File: config.mk
export PLATFORM = sky130hd
export DESIGN_NAME = fp_result_logger_flat
export DESIGN_NICKNAME = d
export VERILOG_FILES = /design/src/rtl/fp_result_logger_if.sv /design/src/rtl/fp_result_logger.sv /design/src/flat_wrapper.sv
export SDC_FILE = /design/constraint.sdc
export NUM_CORES = 1
export LEC_CHECK = 0
export BUFFER_PORTS_ARGS = -buffer_cell sky130_fd_sc_hd__buf_2
export CORE_MARGIN = 2
export CORE_UTILIZATION = 45
export CTS_CLUSTER_DIAMETER = 150
export DETAILED_ROUTE_END_ITERATION = 7
export PLACE_DENSITY_LB_ADDON = 0.25
export SYNTH_ARGS = -nofsm -noshare
export SYNTH_HDL_FRONTEND = slang
export SYNTH_SLANG_ARGS = --single-unit
File: constraint.sdc
create_clock -name clock -period 42.7 [get_ports clock]
set_input_delay 4.27 -clock clock [delete_from_list [all_inputs] [get_ports clock]]
set_output_delay 4.27 -clock clock [all_outputs]
set_load 0.005 [all_outputs]
File: src/rtl/fp_result_logger_if.sv
// Record-word stream from fp_result_logger to the host/UART dumper.
interface fp_result_logger_if;
    logic        tx_valid;
    logic [31:0] tx_data;
    logic        tx_last;
    logic        tx_ready;

    modport master (output tx_valid, output tx_data, output tx_last, input tx_ready);
    modport slave  (input tx_valid, input tx_data, input tx_last, output tx_ready);
endinterface

File: src/rtl/fp_result_logger.sv
// Logs each fp_unit operation with its result/flags, buffers records and streams 32-bit words.
// Define FP_LOG_HDR_EN to prefix every record with a {A5, seq, 0000} header word.
module fp_result_logger #(
    parameter int LATENCY = 1,
    parameter int DEPTH   = 8
) (
    input  logic                   clock,
    input  logic                   reset,
    input  logic                   in_enable,
    input  logic [31:0]            in_data1,
    input  logic [31:0]            in_data2,
    input  logic [2:0]             in_rm,
    input  logic [31:0]            out_result,
    input  logic [4:0]             out_flags,
    input  logic                   clear,
    fp_result_logger_if.master     tx,
    output logic [$clog2(DEPTH):0] level,
    output logic [15:0]            drop_cnt,
    output logic                   overflow
);
    localparam int AW = $clog2(DEPTH);
    localparam logic [AW:0] FULL_LEVEL = (AW + 1)'(DEPTH);

    typedef struct packed {
`ifdef FP_LOG_HDR_EN
        logic [7:0]  seq;
`endif
        logic [31:0] data1;
        logic [31:0] data2;
        logic [2:0]  rm;
        logic [31:0] result;
        logic [4:0]  flags;
    } rec_t;

    typedef enum logic [2:0] {IDLE, WH, W0, W1, W2, W3} state_t;
`ifdef FP_LOG_HDR_EN
    localparam state_t FIRST = WH;
`else
    localparam state_t FIRST = W0;
`endif

    logic        en_p    [LATENCY];
    logic [31:0] data1_p [LATENCY];
    logic [31:0] data2_p [LATENCY];
    logic [2:0]  rm_p    [LATENCY];

    rec_t        mem [DEPTH];
    rec_t        new_rec;
    rec_t        hold;
    logic [AW:0] wr_ptr, rd_ptr;
    logic        empty, full, push, pop, drop;
    state_t      state, state_next;
`ifdef FP_LOG_HDR_EN
    logic [7:0]  seq;
`endif

    // Align pipe: operands travel LATENCY stages to meet fp_unit's result
    always_ff @(posedge clock or negedge reset) begin
        if (!reset) begin
            for (int i = 0; i < LATENCY; i++) begin
                en_p[i]    <= 1'b0;
                data1_p[i] <= '0;
                data2_p[i] <= '0;
                rm_p[i]    <= '0;
            end
        end else if (clear) begin
            for (int i = 0; i < LATENCY; i++) begin
                en_p[i]    <= 1'b0;
                data1_p[i] <= '0;
                data2_p[i] <= '0;
                rm_p[i]    <= '0;
            end
        end else begin
            en_p[0]    <= in_enable;
            data1_p[0] <= in_data1;
            data2_p[0] <= in_data2;
            rm_p[0]    <= in_rm;
            for (int i = 1; i < LATENCY; i++) begin
                en_p[i]    <= en_p[i-1];
                data1_p[i] <= data1_p[i-1];
                data2_p[i] <= data2_p[i-1];
                rm_p[i]    <= rm_p[i-1];
            end
        end
    end

    always_comb begin
        new_rec        = '0;
        new_rec.data1  = data1_p[LATENCY-1];
        new_rec.data2  = data2_p[LATENCY-1];
        new_rec.rm     = rm_p[LATENCY-1];
        new_rec.result = out_result;
        new_rec.flags  = out_flags;
`ifdef FP_LOG_HDR_EN
        new_rec.seq    = seq;
`endif
    end

    // FIFO: a pop in the same cycle frees the slot a full-FIFO push needs
    assign level = wr_ptr - rd_ptr;
    assign empty = (level == '0);
    assign full  = (level == FULL_LEVEL);
    assign push  = en_p[LATENCY-1] && (!full || pop);
    assign drop  = en_p[LATENCY-1] && full && !pop;

    always_ff @(posedge clock or negedge reset) begin
        if (!reset) begin
            wr_ptr   <= '0;
            rd_ptr   <= '0;
            drop_cnt <= '0;
            overflow <= 1'b0;
`ifdef FP_LOG_HDR_EN
            seq      <= '0;
`endif
        end else if (clear) begin
            wr_ptr   <= '0;
            rd_ptr   <= '0;
            drop_cnt <= '0;
            overflow <= 1'b0;
`ifdef FP_LOG_HDR_EN
            seq      <= '0;
`endif
        end else begin
            if (push) wr_ptr <= wr_ptr + 1'b1;
            if (pop)  rd_ptr <= rd_ptr + 1'b1;
            if (drop) begin
                if (drop_cnt != 16'hFFFF) drop_cnt <= drop_cnt + 16'd1;
                overflow <= 1'b1;
            end
`ifdef FP_LOG_HDR_EN
            if (push) seq <= seq + 8'd1;
`endif
        end
    end

    always_ff @(posedge clock) begin
        if (push && !clear) mem[wr_ptr[AW-1:0]] <= new_rec;
    end

    // Serializer: hold register only changes on pop, so tx_data is stable while stalled
    always_ff @(posedge clock or negedge reset) begin
        if (!reset) begin
            state <= IDLE;
            hold  <= '0;
        end else if (clear) begin
            state <= IDLE;
        end else begin
            state <= state_next;
            if (pop) hold <= mem[rd_ptr[AW-1:0]];
        end
    end

    always_comb begin
        state_next = state;
        pop        = 1'b0;
        case (state)
            IDLE: if (!empty) begin
                pop        = 1'b1;
                state_next = FIRST;
            end
            WH: if (tx.tx_ready) state_next = W0;
            W0: if (tx.tx_ready) state_next = W1;
            W1: if (tx.tx_ready) state_next = W2;
            W2: if (tx.tx_ready) state_next = W3;
            W3: if (tx.tx_ready) begin
                if (!empty) begin
                    pop        = 1'b1;
                    state_next = FIRST;
                end else begin
                    state_next = IDLE;
                end
            end
            default: state_next = IDLE;
        endcase
    end

    always_comb begin
        tx.tx_valid = (state != IDLE);
        tx.tx_last  = (state == W3);
        tx.tx_data  = '0;
        case (state)
`ifdef FP_LOG_HDR_EN
            WH: tx.tx_data = {8'hA5, hold.seq, 16'h0000};
`endif
            W0: tx.tx_data = hold.data1;
            W1: tx.tx_data = hold.data2;
            W2: tx.tx_data = hold.result;
            W3: tx.tx_data = {24'h0, hold.rm, hold.flags};
            default: tx.tx_data = '0;
        endcase
    end
endmodule
File: src/flat_wrapper.sv
// flat-port wrapper written by rule: the top's interface ports become plain ports
module fp_result_logger_flat 
#(
    parameter int LATENCY = 1,
    parameter int DEPTH   = 8
)
  (clock, reset, in_enable, in_data1, in_data2, in_rm, out_result, out_flags, clear, level, drop_cnt, overflow, tx_tx_valid, tx_tx_data, tx_tx_last, tx_tx_ready);
  fp_result_logger_if tx_i ();
  input  logic clock;
  input  logic reset;
  input  logic in_enable;
  input  logic [31:0] in_data1;
  input  logic [31:0] in_data2;
  input  logic [2:0] in_rm;
  input  logic [31:0] out_result;
  input  logic [4:0] out_flags;
  input  logic clear;
  output logic [$clog2(DEPTH):0] level;
  output logic [15:0] drop_cnt;
  output logic overflow;
  output wire logic [$bits(tx_i.tx_valid)-1:0] tx_tx_valid;
  output wire logic [$bits(tx_i.tx_data)-1:0] tx_tx_data;
  output wire logic [$bits(tx_i.tx_last)-1:0] tx_tx_last;
  input wire logic [$bits(tx_i.tx_ready)-1:0] tx_tx_ready;
  assign tx_tx_valid = tx_i.tx_valid;
  assign tx_tx_data = tx_i.tx_data;
  assign tx_tx_last = tx_i.tx_last;
  assign tx_i.tx_ready = tx_tx_ready;
  fp_result_logger #(.LATENCY(LATENCY), .DEPTH(DEPTH)) u_core (.clock(clock), .reset(reset), .in_enable(in_enable), .in_data1(in_data1), .in_data2(in_data2), .in_rm(in_rm), .out_result(out_result), .out_flags(out_flags), .clear(clear), .tx(tx_i), .level(level), .drop_cnt(drop_cnt), .overflow(overflow));
endmodule
# After elaboration in Yosys (flattened, before gate mapping)
# Memories as Yosys holds them, arrays and structs flattened. A register that Yosys moved wholly into a read port is not among the register bits.
# Index checks and enable logic that the tools add are counted.
# classes
n_addsub,4
n_eq_ne,13
muxes,28
n_bitwise,1
n_reduce_logical,19
# ops
cell,n
32-bit one-hot mux with 4 select lines,1
32-bit two-way mux,2
16-bit two-way mux,3
3-bit two-way mux,8
3-bit one-hot mux with 6 select lines,1
16-bit by 1-bit adder with 16-bit output (second input constant),1
4-bit two-way mux,4
16-bit inequality test (second input constant),1
3-bit inequality test (second input constant),5
4-bit by 1-bit adder with 4-bit output (second input constant),2
2-bit nonzero test,4
1-bit two-way mux,7
3-bit by 2-bit == test with 1-bit output (second input constant),2
3-bit == test (second input constant),2
6-bit AND reduction,1
4-bit == test (second input constant),1
1-bit logical AND,4
1-bit logical NOT,4
4-bit logical NOT,1
2-bit AND reduction,2
4-bit subtractor,1
3-bit by 1-bit == test with 1-bit output (second input constant),1
3-bit logical NOT,1
3-bit by 2-bit inequality test with 1-bit output (second input constant),1
5 further kinds,5
# word_totals
register_bits,96
ram_bits,832
inputBits,109
mem_count,1
# memory_table
name,words,word_bits,rd,rd_clocked_by_memory_dff,write_ports,line_no,source
u_core.mem,8,104,1,1,1,fp_result_logger.sv:47,rec_t mem [DEPTH];

# Depth between registers and ports, before layout
# Gate-level depths: netlist of run 1.
# logic_depth
word_depth,10
depth_mapped,14
depth_no_buf,9

# Worst setup path after synthesis of run 1
# Ideal clock, no wire load.
# synth_timing
path_kind,input-to-reg
startpoint,input port tx_tx_ready
endpoint,memory u_core.mem[4][0] (netlist bit) (enable)
arrival_ns,15.771
path_slack_ns,26.069
stages,5
path_buffers,0
path_cell_list,and4b_1 -> nor4b_4 -> a31oi_2 -> nand2_1 -> nor4b_1
# synth_between
elab_chain_len,7
# synth_rtl
element,line_no,source
from (decl),flat_wrapper.sv:24,input wire logic [$bits(tx_i.tx_ready)-1:0] tx_tx_ready;
1-bit two-way mux,fp_result_logger.sv:165,W3: if (tx.tx_ready) begin
1-bit one-hot mux with 2 select lines,fp_result_logger.sv:156,case (state)
1-bit logical OR,fp_result_logger.sv:103,assign push = en_p[LATENCY-1] && (!full || pop);
1-bit logical AND,fp_result_logger.sv:103,
1-bit logical AND,fp_result_logger.sv:137,if (push && !clear) mem[wr_ptr[AW-1:0]] <= new_rec;
1-bit two-way mux,fp_result_logger.sv:137,
1-bit two-way mux (implied by the code),fp_result_logger.sv:137,
to (decl),fp_result_logger.sv:47,
# No other way between the ends.

# Worst setup path after layout of run 1
# layout_timing
startpoint,register u_core.rd_ptr[0]
endpoint,output port level[2]
# layout_between
elab_chain_len,1
# layout_rtl
element,line_no,source
from (decl),fp_result_logger.sv:50,"logic [AW:0] wr_ptr, rd_ptr;"
from (signal assigned),fp_result_logger.sv:125,if (pop) rd_ptr <= rd_ptr + 1'b1;
4-bit subtractor,fp_result_logger.sv:100,assign level = wr_ptr - rd_ptr;
to (decl),flat_wrapper.sv:18,output logic [$clog2(DEPTH):0] level;
# No other way between the ends.

==> results of run 1 <==
-- report_power, final --
| group | internal [mW] | total (mW) | switching [mW] | leakage, nW |
|---|---|---|---|---|
| Sequential | 1.15 | 1.21 | 0.0524 | 10.1 |
| Combinational | 0.213 | 0.495 | 0.282 | 4.15 |
| Clock | 0.526 | 0.907 | 0.381 | 1.66 |
-- sequential cells by signal, indices dropped and copies added (netlist names) --
name,flops
u_core.drop_cnt,16
u_core.wr_ptr,4
u_core.state,3
u_core.data1_p,32
u_core.hold,104
u_core.rm_p,3
u_core.rd_ptr,4
u_core.en_p,1
u_core.mem,832
u_core.overflow,1
u_core.data2_p,32
-- Yosys cell counts (3+ instances only) --
master / count / area share [%]
or4_1: 12 / 0.23
buf_2: 32 / 0.41
mux2i_1: 147 / 3.7
edfxtp_1: 832 / 63
or4b_1: 3 / 0.076
nand3_1: 12 / 0.15
nand2b_1: 3 / 0.048
nor2_1: 15 / 0.14
dfrtp_1: 200 / 13
o21ai_1: 22 / 0.28
and4_1: 4 / 0.089
buf_6: 5 / 0.14
a21oi_1: 20 / 0.25
nand2_1: 144 / 1.4
xor2_1: 3 / 0.067
o41ai_1: 3 / 0.067
o21ai_0: 113 / 1.4
clkbuf_1: 69 / 0.66
mux4_2: 208 / 12
nor3_1: 4 / 0.051
inv_1: 9 / 0.086
o22ai_1: 8 / 0.13
o31ai_1: 10 / 0.19
nor4_1: 3 / 0.048
nand4_1: 6 / 0.095
nor2b_1: 70 / 1.1
ha_1: 6 / 0.19
buf_1: 6 / 0.057
-- metrics by stage --
step | std cells | hold slack, ns | setup WS (ns) | utilization (%)
detailed placement | 3244 | 0.470 | 35.39 | 47.8
floorplan | 2000 | 0.449 | 26.07 | -
global placement | 3244 | 0.463 | 35.47 | 47.8
finish | 3438 | 0.478 | 35.49 | 51.8
global route | 3436 | 0.510 | 35.25 | 51.8
CTS | 3436 | 0.483 | 35.37 | 51.8
-- area by class of cell --
cell class	count	area, µm²
Fill cell	6908	41800
Sequential cell	1032	30000
Multi-Input combinational cell	846	8880
Clock buffer	136	2790
Tap cell	1155	1450
Timing Repair Buffer	201	1130
Clock inverter	56	654
Inverter	10	42.5
Antenna cell	2	5.00
-- worst max-delay path: cells and delay by family (launching register included) --
family / cells / cell delay [ns]
xor gates and xnor gates: 1 / 0.41
adders and majority gates: 2 / 0.66
buffers and inverters: 2 / 0.31
DFF: 1 / 0.89
-- worst min-delay path by stage --
stage                                       from  slack, ns                           end  depth (start not counted)
CTS                  u_core.hold[76]$_DFFE_PN0P_       0.48   u_core.hold[76]$_DFFE_PN0P_                          2
global placement     u_core.hold[14]$_DFFE_PN0P_       0.46   u_core.hold[14]$_DFFE_PN0P_                          2
detailed placement   u_core.hold[76]$_DFFE_PN0P_       0.47   u_core.hold[76]$_DFFE_PN0P_                          2
finish                u_core.hold[9]$_DFFE_PN0P_       0.48    u_core.hold[9]$_DFFE_PN0P_                          2
global route         u_core.hold[89]$_DFFE_PN0P_       0.51   u_core.hold[89]$_DFFE_PN0P_                          2
floorplan           u_core.hold[100]$_DFFE_PN0P_       0.45  u_core.hold[100]$_DFFE_PN0P_                          2
-- logic make-up (layout without fill, tap and decap cells) --
kind of cell               count (synthesis)  after routing  share of synthesized area, %
xor gates and xnor gates                   5              5                         0.111
DFF                                     1032           1032                          76.2
AOI/OAI and AO/OA                        187            187                          2.61
muxes                                    357            357                          15.7
other                                      0              2                             0
and+or+nand+nor                          290            290                          3.76
adders and majority gates                  7              7                         0.242
buffers and inverters                    122            403                          1.36
-- metal layers --
| layer | vias to the layer above | track usage [%] | share of wire, % |
|---|---|---|---|
| met5 | - | 0 | 0.039 |
| met4 | 4 | 4.07 | 1.5 |
| met3 | 105 | 3.32 | 5.1 |
| met2 | 518 | 31.5 | 49 |
| met1 | 10000 | 28.2 | 45 |
| li1 | 8359 | - | - |
==> impl_metrics.csv, run 1 <==
group,metric,value,unit
global_route,grt_max_degree,139,
synth,ys_types,53,
sta,fin_crit,7.21,ns
global_route,grt.total_usage,19.5,%
floorplanning,die_h,300,µm
floorplanning,io_pins,164,
setup_path,critPathCaptureType,"output port",
clock_tree,clockBufferDepth,3,
sta,rsz0062_at_grt,"false",
sta,hold_violations,0,
detailed_routing,routed_via_density,5.53,
detailed_routing,drt_iter0_drc,1965,
min_path,hp-class,"flip-flop to flip-flop",
setup_path,cp_max_fo,38,
setup_path,critPathLaunchType,"flip-flop",
setup_path,rr_worst_depth,10,
floorplanning,fp-row-count,108,
synth,synth_flop_cell,"edfxtp_1",
global_route,antenna_found_initial,5,
setup_path,crit_type,"flip-flop to output port",
clock_tree,cts.sinks,1032,
setup_path,worstReg2RegEnd,"u_core.mem[4][74]$_DFFE_PP_",
global_route,first_global_vias,19700,
power_and_ir_drop,ir_drop,46.6,µV
sta,slew_headroom,31.1,%
floorplanning,initial_core_util,45.4,%
clock_tree,root_buffer,"clkbuf_16",
job,maxCapViolations,0,
sta,worst_pin_slew,1.03,ns
setup_path,cp.required,38.43,ns
power_and_ir_drop,p_per_area,58.0,nW/µm²
clock_tree,ctsResizeCount,0,
synth,syn_nets,2116,
detailed_routing,antenna_left,0,
setup_path,cp-startpoint,"u_core.rd_ptr[0]$_DFFE_PN0P_",
detailed_routing,dr.pass1.iters,6,
detailed_routing,route.vias.total,19000,
final_layout,design_area,44900,µm²
power_and_ir_drop,total_power,2.61,mW
global_route,grt_overflow,0,
final_layout,syn2layout_area_growth,14.2,%
detailed_routing,routedWlPerCell,25.3,µm
synth,syn_area_per_cell,19.7,µm²
global_route,grt_pass1_wl,129000,µm
setup_path,crit_slowest_cell,"dfrtp_4",
floorplanning,die-area,89800,µm²
final_layout,drive_gt1_share,25.6,%
detailed_routing,routed_wl,86900,µm
synth,synthCells,2000,
setup_path,cp-endpoint,"level[2]",
clock_tree,postCtsSetupBuffers,0,
setup_path,max_stage_delay,0.89,ns
final_layout,fin_nets,2310,
clock_tree,hold_buffers,0,
synth,yosysSeqAreaShare,76.2,%
synth,syn_area,39300,µm²
synth,synth.ff_latch_count,1032,
clock_tree,path_clk_slew,0.06,ns
placement,placed_area,41500,µm²
placement,gp_congestion,0.788,
clock_tree,htree_num_levels,3,
sta,fmax,139,MHz
final_layout,final_cell_mix,"832 x edfxtp_1, 208 x mux4_2, 197 x dfrtp_1, 161 x buf_2, 147 x mux2i_1",
status,outcome,"finished clean",
placement,post-dp-hpwl,51900,µm
clock_tree,clk_latency,0.69,ns
sta,fin_skew,0.0324,ns
setup_path,reg2reg_slack,37.96,ns
setup_path,critical_path.cell_chain,"ha_1 > inv_1 > fa_1 > xor2_1 > buf_2",
clock_tree,cts_buffers,103,
setup_path,r2r-start,"u_core.rd_ptr[0]$_DFFE_PN0P_",
sta,fin_crit_sh,16.9,%
final_layout,final_common_cell,"edfxtp_1",
synth,yosysWarnings,0,
power_and_ir_drop,p_leak,15.9,nW
synth,async_flop_share,19.4,%
sta,setup-violations-final,0,
placement,place.port_buffers,163,
floorplanning,die_w,300,µm
detailed_routing,drc,0,
clock_tree,cts_tree,"yes",
setup_path,crit_arrival,2.94,ns
sta,tns,0,ns
sta,slew_viol_final,0,
synth,synth_edf_count,832,
floorplanning,core_area,86800,µm²
Note: power is estimated with default switching activity, not from simulation.
==> run 2, diff against run 1 <==
- clock period: 42.7 -> 7.5 ns (I/O delays scaled with it)
==> run 2 against run 1 <==
Effect of this change:
- worst setup slack got worse by 33 ns
- global-route usage grew 0.57 points
- utilization up 0.30 points
- register-to-register slack worse by 35 ns
- combinational power grew to 5.6 times the previous value
- hold slack got worse by 0.43 ns
- largest power group unchanged
==> impl_metrics.csv, run 2 (synthesis gave the netlist of run 1 again) <==
group,metric,value,unit
status,outcome,"finished clean",
detailed_routing,dr.pass1.iters,7,
detailed_routing,routedWlPerCell,25.9,µm
final_layout,final_common_cell,"edfxtp_1",
floorplanning,fp-row-count,108,
placement,dp_slack,2.53,ns
final_layout,syn2layout_area_growth,14.9,%
power_and_ir_drop,ir_drop,236,µV
final_layout,final_cell_mix,"832 x edfxtp_1, 208 x mux4_2, 197 x dfrtp_1, 161 x buf_2, 147 x mux2i_1",
sta,hold_violations,0,
global_route,antenna_found_initial,5,
sta,fmax,204,MHz
sta,setup_ws,2.61,ns
setup_path,r2r-start,"u_core.rd_ptr[0]$_DFFE_PN0P_",
global_route,grt_overflow,0,
clock_tree,postCtsSetupBuffers,0,
setup_path,max_stage_delay,0.94,ns
clock_tree,cts_tree,"yes",
setup_path,critPathLaunchType,"flip-flop",
final_layout,drive_gt1_share,25.3,%
sta,setup-violations-final,0,
setup_path,cp.required,7.81,ns
clock_tree,clockBufferDepth,3,
final_layout,fillers,6895,
sta,tns,0,ns
global_route,grt_pass1_wl,133000,µm
power_and_ir_drop,p_sw,4.11,mW
detailed_routing,routed_wl,89200,µm
final_layout,largest_reg_flops,832,
power_and_ir_drop,p_seq_share,46.0,%
sta,slew_viol_final,0,
clock_tree,cts_buffers,106,
setup_path,crit_type,"flip-flop to flip-flop",
setup_path,cp-startpoint,"u_core.rd_ptr[0]$_DFFE_PN0P_",
setup_path,critical_path.cell_chain,"ha_1 > inv_1 > fa_1 > xor2_1 > nor4b_4 > a31oi_2 > nand2_1 > nor2_4 > buf_12",
global_route,first_global_vias,20000,
setup_path,cp_max_fo,83,
detailed_routing,drc,0,
clock_tree,path_clk_slew,0.06,ns
sta,worst_pin_slew,1.11,ns
power_and_ir_drop,p_leak,16.0,nW
setup_path,crit_arrival,5.20,ns
power_and_ir_drop,p_per_area,334,nW/µm²
floorplanning,core_area,86800,µm²
floorplanning,initial_core_util,45.4,%
setup_path,path_buf_inv,2,
clock_tree,htree_num_levels,3,
setup_path,critPathCaptureType,"flip-flop",
power_and_ir_drop,p_sw_share,27.2,%
clock_tree,hold_buffers,0,
sta,fin_crit,4.89,ns
floorplanning,die_w,300,µm
setup_path,crit_family,"simple AND/OR/NAND/NOR gates",
final_layout,multi_input_area,8920,µm²
placement,place.port_buffers,163,
detailed_routing,drt_iter0_drc,1769,
floorplanning,die-area,89800,µm²
final_layout,fin_nets,2306,
setup_path,crit_slowest_cell,"dfrtp_4",
sta,fin_crit_sh,65.3,%
floorplanning,io_pins,164,
global_route,grt.total_usage,20.1,%
placement,gp_congestion,0.810,
detailed_routing,route.vias.total,19300,
clock_tree,cts.sinks,1032,
detailed_routing,antenna_left,0,
job,maxCapViolations,0,
min_path,hp-class,"input port to async pin",
power_and_ir_drop,intPower,11.0,mW
clock_tree,ctsResizeCount,0,
placement,post-dp-hpwl,51600,µm
clock_tree,clk_latency,0.69,ns
global_route,grt_max_degree,125,
power_and_ir_drop,combPwrFrac,18.2,%
sta,fin_skew,0.0331,ns
sta,slew_headroom,25.9,%
power_and_ir_drop,clkPwrFrac,35.7,%
floorplanning,die_h,300,µm
clock_tree,root_buffer,"clkbuf_16",
sta,rsz0062_at_grt,"false",
detailed_routing,routed_via_density,5.61,
final_layout,register_area,30000,µm²
## run 2: cell count changes in the layout (fill, tap and decap cells not counted), moves of 3 or more
cell and delta:
clkbuf_1 +4, buf_12 +8, clkinvlp_4 -3, clkinv_1 +3, clkbuf_8 +3, bufinv_16 +4, buf_4 -15
## run 2: area by class of cell
type                            count  share of cell area [%]
Antenna cell                        1                 0.00554
Clock inverter                     55                    1.58
Clock buffer                      145                    6.42
Multi-Input combinational cell    846                    19.7
Sequential cell                  1032                    66.4
Timing Repair Buffer              194                    2.60
Tap cell                         1155                    3.20
Inverter                           10                  0.0941
## run 2: power groups by stage
stage,Clock (mW),Sequential (mW),Combinational [mW]
2_1_floorplan,0,6.83,2.03
3_3_place_gp,0,7.05,2.77
3_5_place_dp,0,7.07,2.80
4_1_cts,5.51,6.95,2.81
5_1_grt,5.73,6.99,3.00
6_report,5.40,6.95,2.75
## run 2: layer usage
| metal | wire, µm | vias to the layer above | GRT usage (%) |
|---|---|---|---|
| met3 | 4640 | 112 | 3.09 |
| met2 | 44000 | 525 | 32.6 |
| met1 | 38900 | 10300 | 28.7 |
| met4 | 1600 | 2 | 5.18 |
| li1 | - | 8363 | - |
| met5 | 16 | - | 0 |
## run 2: path summary, 6_finish.rpt
kind | depth (start not counted) | endpoint | slack, ns
min reg2reg | 2 | u_core.hold[103]$_DFFE_PN0P_ | 0.48
min | 1 | u_core.hold[8]$_DFFE_PN0P_ | 0.05
max reg2reg | 9 | u_core.mem[6][22]$_DFFE_PP_ | 2.61
max | 9 | u_core.mem[6][22]$_DFFE_PP_ | 2.61
min in group clock | 2 | u_core.data2_p[20]$_DFF_PN0_ | 0.28
max in group asynchronous | 3 | u_core.hold[53]$_DFFE_PN0P_ | 5.67
## run 2: metrics by stage
step / power, mW / std cells / cell area (µm²) / utilization [%] / hold WS (ns)
6_report: 15.1 / 3438 / 45200 / 52.1 / 0.0481
3_5_place_dp: 9.87 / 3237 / 41600 / 47.9 / 0.471
5_1_grt: 15.7 / 3437 / 45200 / 52.1 / 0.0709
2_1_floorplan: 8.85 / 2000 / 39400 / - / 0.449
4_1_cts: 15.3 / 3437 / 45200 / 52.1 / 0.0305
3_3_place_gp: 9.82 / 3237 / 41600 / 47.9 / 0.461
==> run 3, diff against run 2 <==
- ABC_AREA: default -> 1
- clock period: 7.5 -> 4.85 ns (I/O delays scaled with it)
==> run 3 against run 2 <==
Effect of this change:
- sequential power rose by 51%
- combinational power up 110%
- area after synthesis increased by 4.0%
- via count rose by 35%
- register-to-register slack worse by 1.5 ns
- hold slack worse by 0.016 ns
- routed wire length up 16%
- power up 60%
- die area is 4.0% higher
- clock-buffer cell count decreased by 1
- critical endpoint is now u_core.mem[4][64]$_DFFE_PP_
- largest power group unchanged
- highest routed layer unchanged
==> impl_metrics.csv, run 3 <==
group,metric,value,unit
status,outcome,"finished clean",
power_and_ir_drop,total_power,24.2,mW
final_layout,fin_nets,3605,
floorplanning,initial_core_util,45.4,%
synth,synthTopCellsByCount,"832 x edfxtp_1, 528 x nand2_1, 526 x nor2_1",
final_layout,final_common_cell,"edfxtp_1",
sta,setup-violations-final,0,
setup_path,rr_worst_depth,12,
setup_path,crit_arrival,4.01,ns
placement,dp_slack,1.08,ns
setup_path,cp_max_fo,65,
sta,slew_viol_final,0,
setup_path,critPathCaptureType,"flip-flop",
global_route,antenna_found_initial,15,
sta,setup_ws,1.12,ns
global_route,grt_pass1_wl,155000,µm
sta,hold_violations,0,
floorplanning,core_area,90100,µm²
sta,fin_skew,0.0397,ns
final_layout,largest_reg_flops,832,
sta,fin_crit,3.73,ns
floorplanning,die_w,306,µm
detailed_routing,route.vias.total,26000,
setup_path,critical_path.cell_chain,"inv_6 > fa_1 > nand2_1 > inv_1 > o21ai_0 > nor2_1 > nand2_2 > nand3_4 > inv_1 > nand2_1 > nor2_4 > buf_4",
floorplanning,die_h,306,µm
placement,placed_area,42900,µm²
synth,async_flop_share,19.4,%
power_and_ir_drop,ir_drop,367,µV
setup_path,crit_slowest_cell,"dfrtp_4",
setup_path,critPathLaunchType,"flip-flop",
synth,syn_area,40900,µm²
sta,worst_pin_slew,1.05,ns
clock_tree,clk_latency,0.68,ns
setup_path,cp.depth,12,
sta,fmax,268,MHz
setup_path,reg2reg_slack,1.12,ns
detailed_routing,routed_wl,103000,µm
clock_tree,root_buffer,"clkbuf_16",
sta,fin_crit_sh,77.0,%
synth,synth_edf_count,832,
synth,yosysMostFrequentCell,"edfxtp_1",
clock_tree,clockBufferDepth,3,
setup_path,path_buf_inv,4,
synth,synthCells,3370,
global_route,grt_max_degree,186,
final_layout,multi_input_area,9410,µm²
setup_path,crit_type,"flip-flop to flip-flop",
detailed_routing,drc,0,
clock_tree,cts_buffers,105,
final_layout,syn2layout_area_growth,13.8,%
synth,ys_types,36,
setup_path,max_stage_delay,0.72,ns
synth,yosysTopAreaCell,"edfxtp_1",
setup_path,cp.required,5.13,ns
global_route,grt.total_usage,21.9,%
final_layout,final_cell_mix,"832 x edfxtp_1, 527 x nand2_1, 520 x nor2_1, 450 x o21ai_0, 208 x o22ai_1",
setup_path,r2r-start,"u_core.rd_ptr[1]$_DFFE_PN0P_",
clock_tree,ctsResizeCount,0,
floorplanning,io_pins,164,
final_layout,register_area,30000,µm²
power_and_ir_drop,p_leak,17.5,nW
synth,synth_flop_cell,"edfxtp_1",
clock_tree,cts_tree,"yes",
sta,rsz0062_at_grt,"false",
placement,place.port_buffers,163,
placement,gp_congestion,0.843,
floorplanning,die-area,93400,µm²
global_route,first_global_vias,25000,
final_layout,fin_cells,4759,
setup_path,cp-startpoint,"u_core.rd_ptr[1]$_DFFE_PN0P_",
placement,place_inst,4541,
synth,synth_area_leaders,"edfxtp_1 61%, dfrtp_1 12%, o21ai_0 5.5%",
detailed_routing,dr.pass1.iters,5,
job,maxCapViolations,0,
global_route,grt_overflow,0,
clock_tree,cts.sinks,1032,
sta,slew_headroom,29.9,%
setup_path,worstReg2RegEnd,"u_core.mem[4][64]$_DFFE_PP_",
detailed_routing,routed_via_density,5.47,
final_layout,utilization,51.7,%
detailed_routing,routedWlPerCell,21.7,µm
final_layout,fillers,7682,
synth,yosysWarnings,0,
setup_path,cp-endpoint,"u_core.mem[4][64]$_DFFE_PP_",
synth,yosysTopAreaCellShare,61.0,%
detailed_routing,antenna_left,0,
setup_path,crit_family,"buffers and inverters",
synth,synth.ff_latch_count,1032,
sta,whs,0.0318,ns
power_and_ir_drop,p_per_area,520,nW/µm²
final_layout,design_area,46600,µm²
min_path,hp-class,"input port to flip-flop",
final_layout,drive_gt1_share,13.7,%
synth,yosysSeqAreaShare,73.3,%
clock_tree,path_clk_slew,0.06,ns
synth,syn_area_per_cell,12.1,µm²
detailed_routing,drt_iter0_drc,2288,
placement,post-dp-hpwl,58300,µm
synth,syn_nets,3486,
sta,tns,0,ns
floorplanning,fp-row-count,110,
clock_tree,htree_num_levels,3,
## run 3: power by group
| group | switching (mW) | internal (mW) | total (mW) |
|---|---|---|---|
| combinational | 4.07 | 1.59 | 5.66 |
| clock | 3.37 | 4.72 | 8.10 |
| sequential | 0.294 | 10.2 | 10.5 |
## run 3: cell families after synthesis
kind of cell / share of synthesized area, %
XOR/XNOR: 0.300
AO/OA/AOI/OAI: 11.0
flip-flops: 73.3
buffers and inverters: 3.96
adder cells (fa/ha/maj): 0.232
AND/OR/NAND/NOR: 11.3
## run 3: area by class of cell
type	count	share of cell area (%)
sequential	1032	64.4
multi-input combinational	1964	20.2
clock buffer	144	6.44
timing repair buffer	223	3.27
tap	1176	3.16
inverter	163	1.35
clock inverter	55	1.15
antenna	2	0.0107
## run 3: how the worst min path moves through the flow
stage	startpoint	end	slack (ns)	cells past startpoint
5_1_grt	in_data2[6]	u_core.data2_p[6]$_DFF_PN0_	0.005	3
4_1_cts	in_data2[5]	u_core.data2_p[5]$_DFF_PN0_	0.002	3
3_3_place_gp	u_core.hold[47]$_DFFE_PN0P_	u_core.hold[47]$_DFFE_PN0P_	0.48	2
6_report	in_data1[8]	u_core.data1_p[8]$_DFF_PN0_	0.03	3
2_1_floorplan	reset	u_core.data1_p[0]$_DFF_PN0_	0.19	0
3_5_place_dp	u_core.hold[47]$_DFFE_PN0P_	u_core.hold[47]$_DFFE_PN0P_	0.49	2
## run 3: routing by layer
metal  track usage (%)  share of wire, %  up-vias
li1                  -                 -    12100
met1              31.0                44    12900
met2              34.0                46      789
met3              4.64               6.9      181
met4              6.76               2.9       20
met5                 0              0.12        -
## run 3: tightest hold or removal path: stages
cell,delay [ns]
buf_2,0.09
inv_1,0.04
nor2_1,0.04
## run 3: timing repair
action                                 4_1_cts  5_1_grt
setup buffers                                0        0
endpoints found under the hold margin       99        0
hold buffers                                17        0
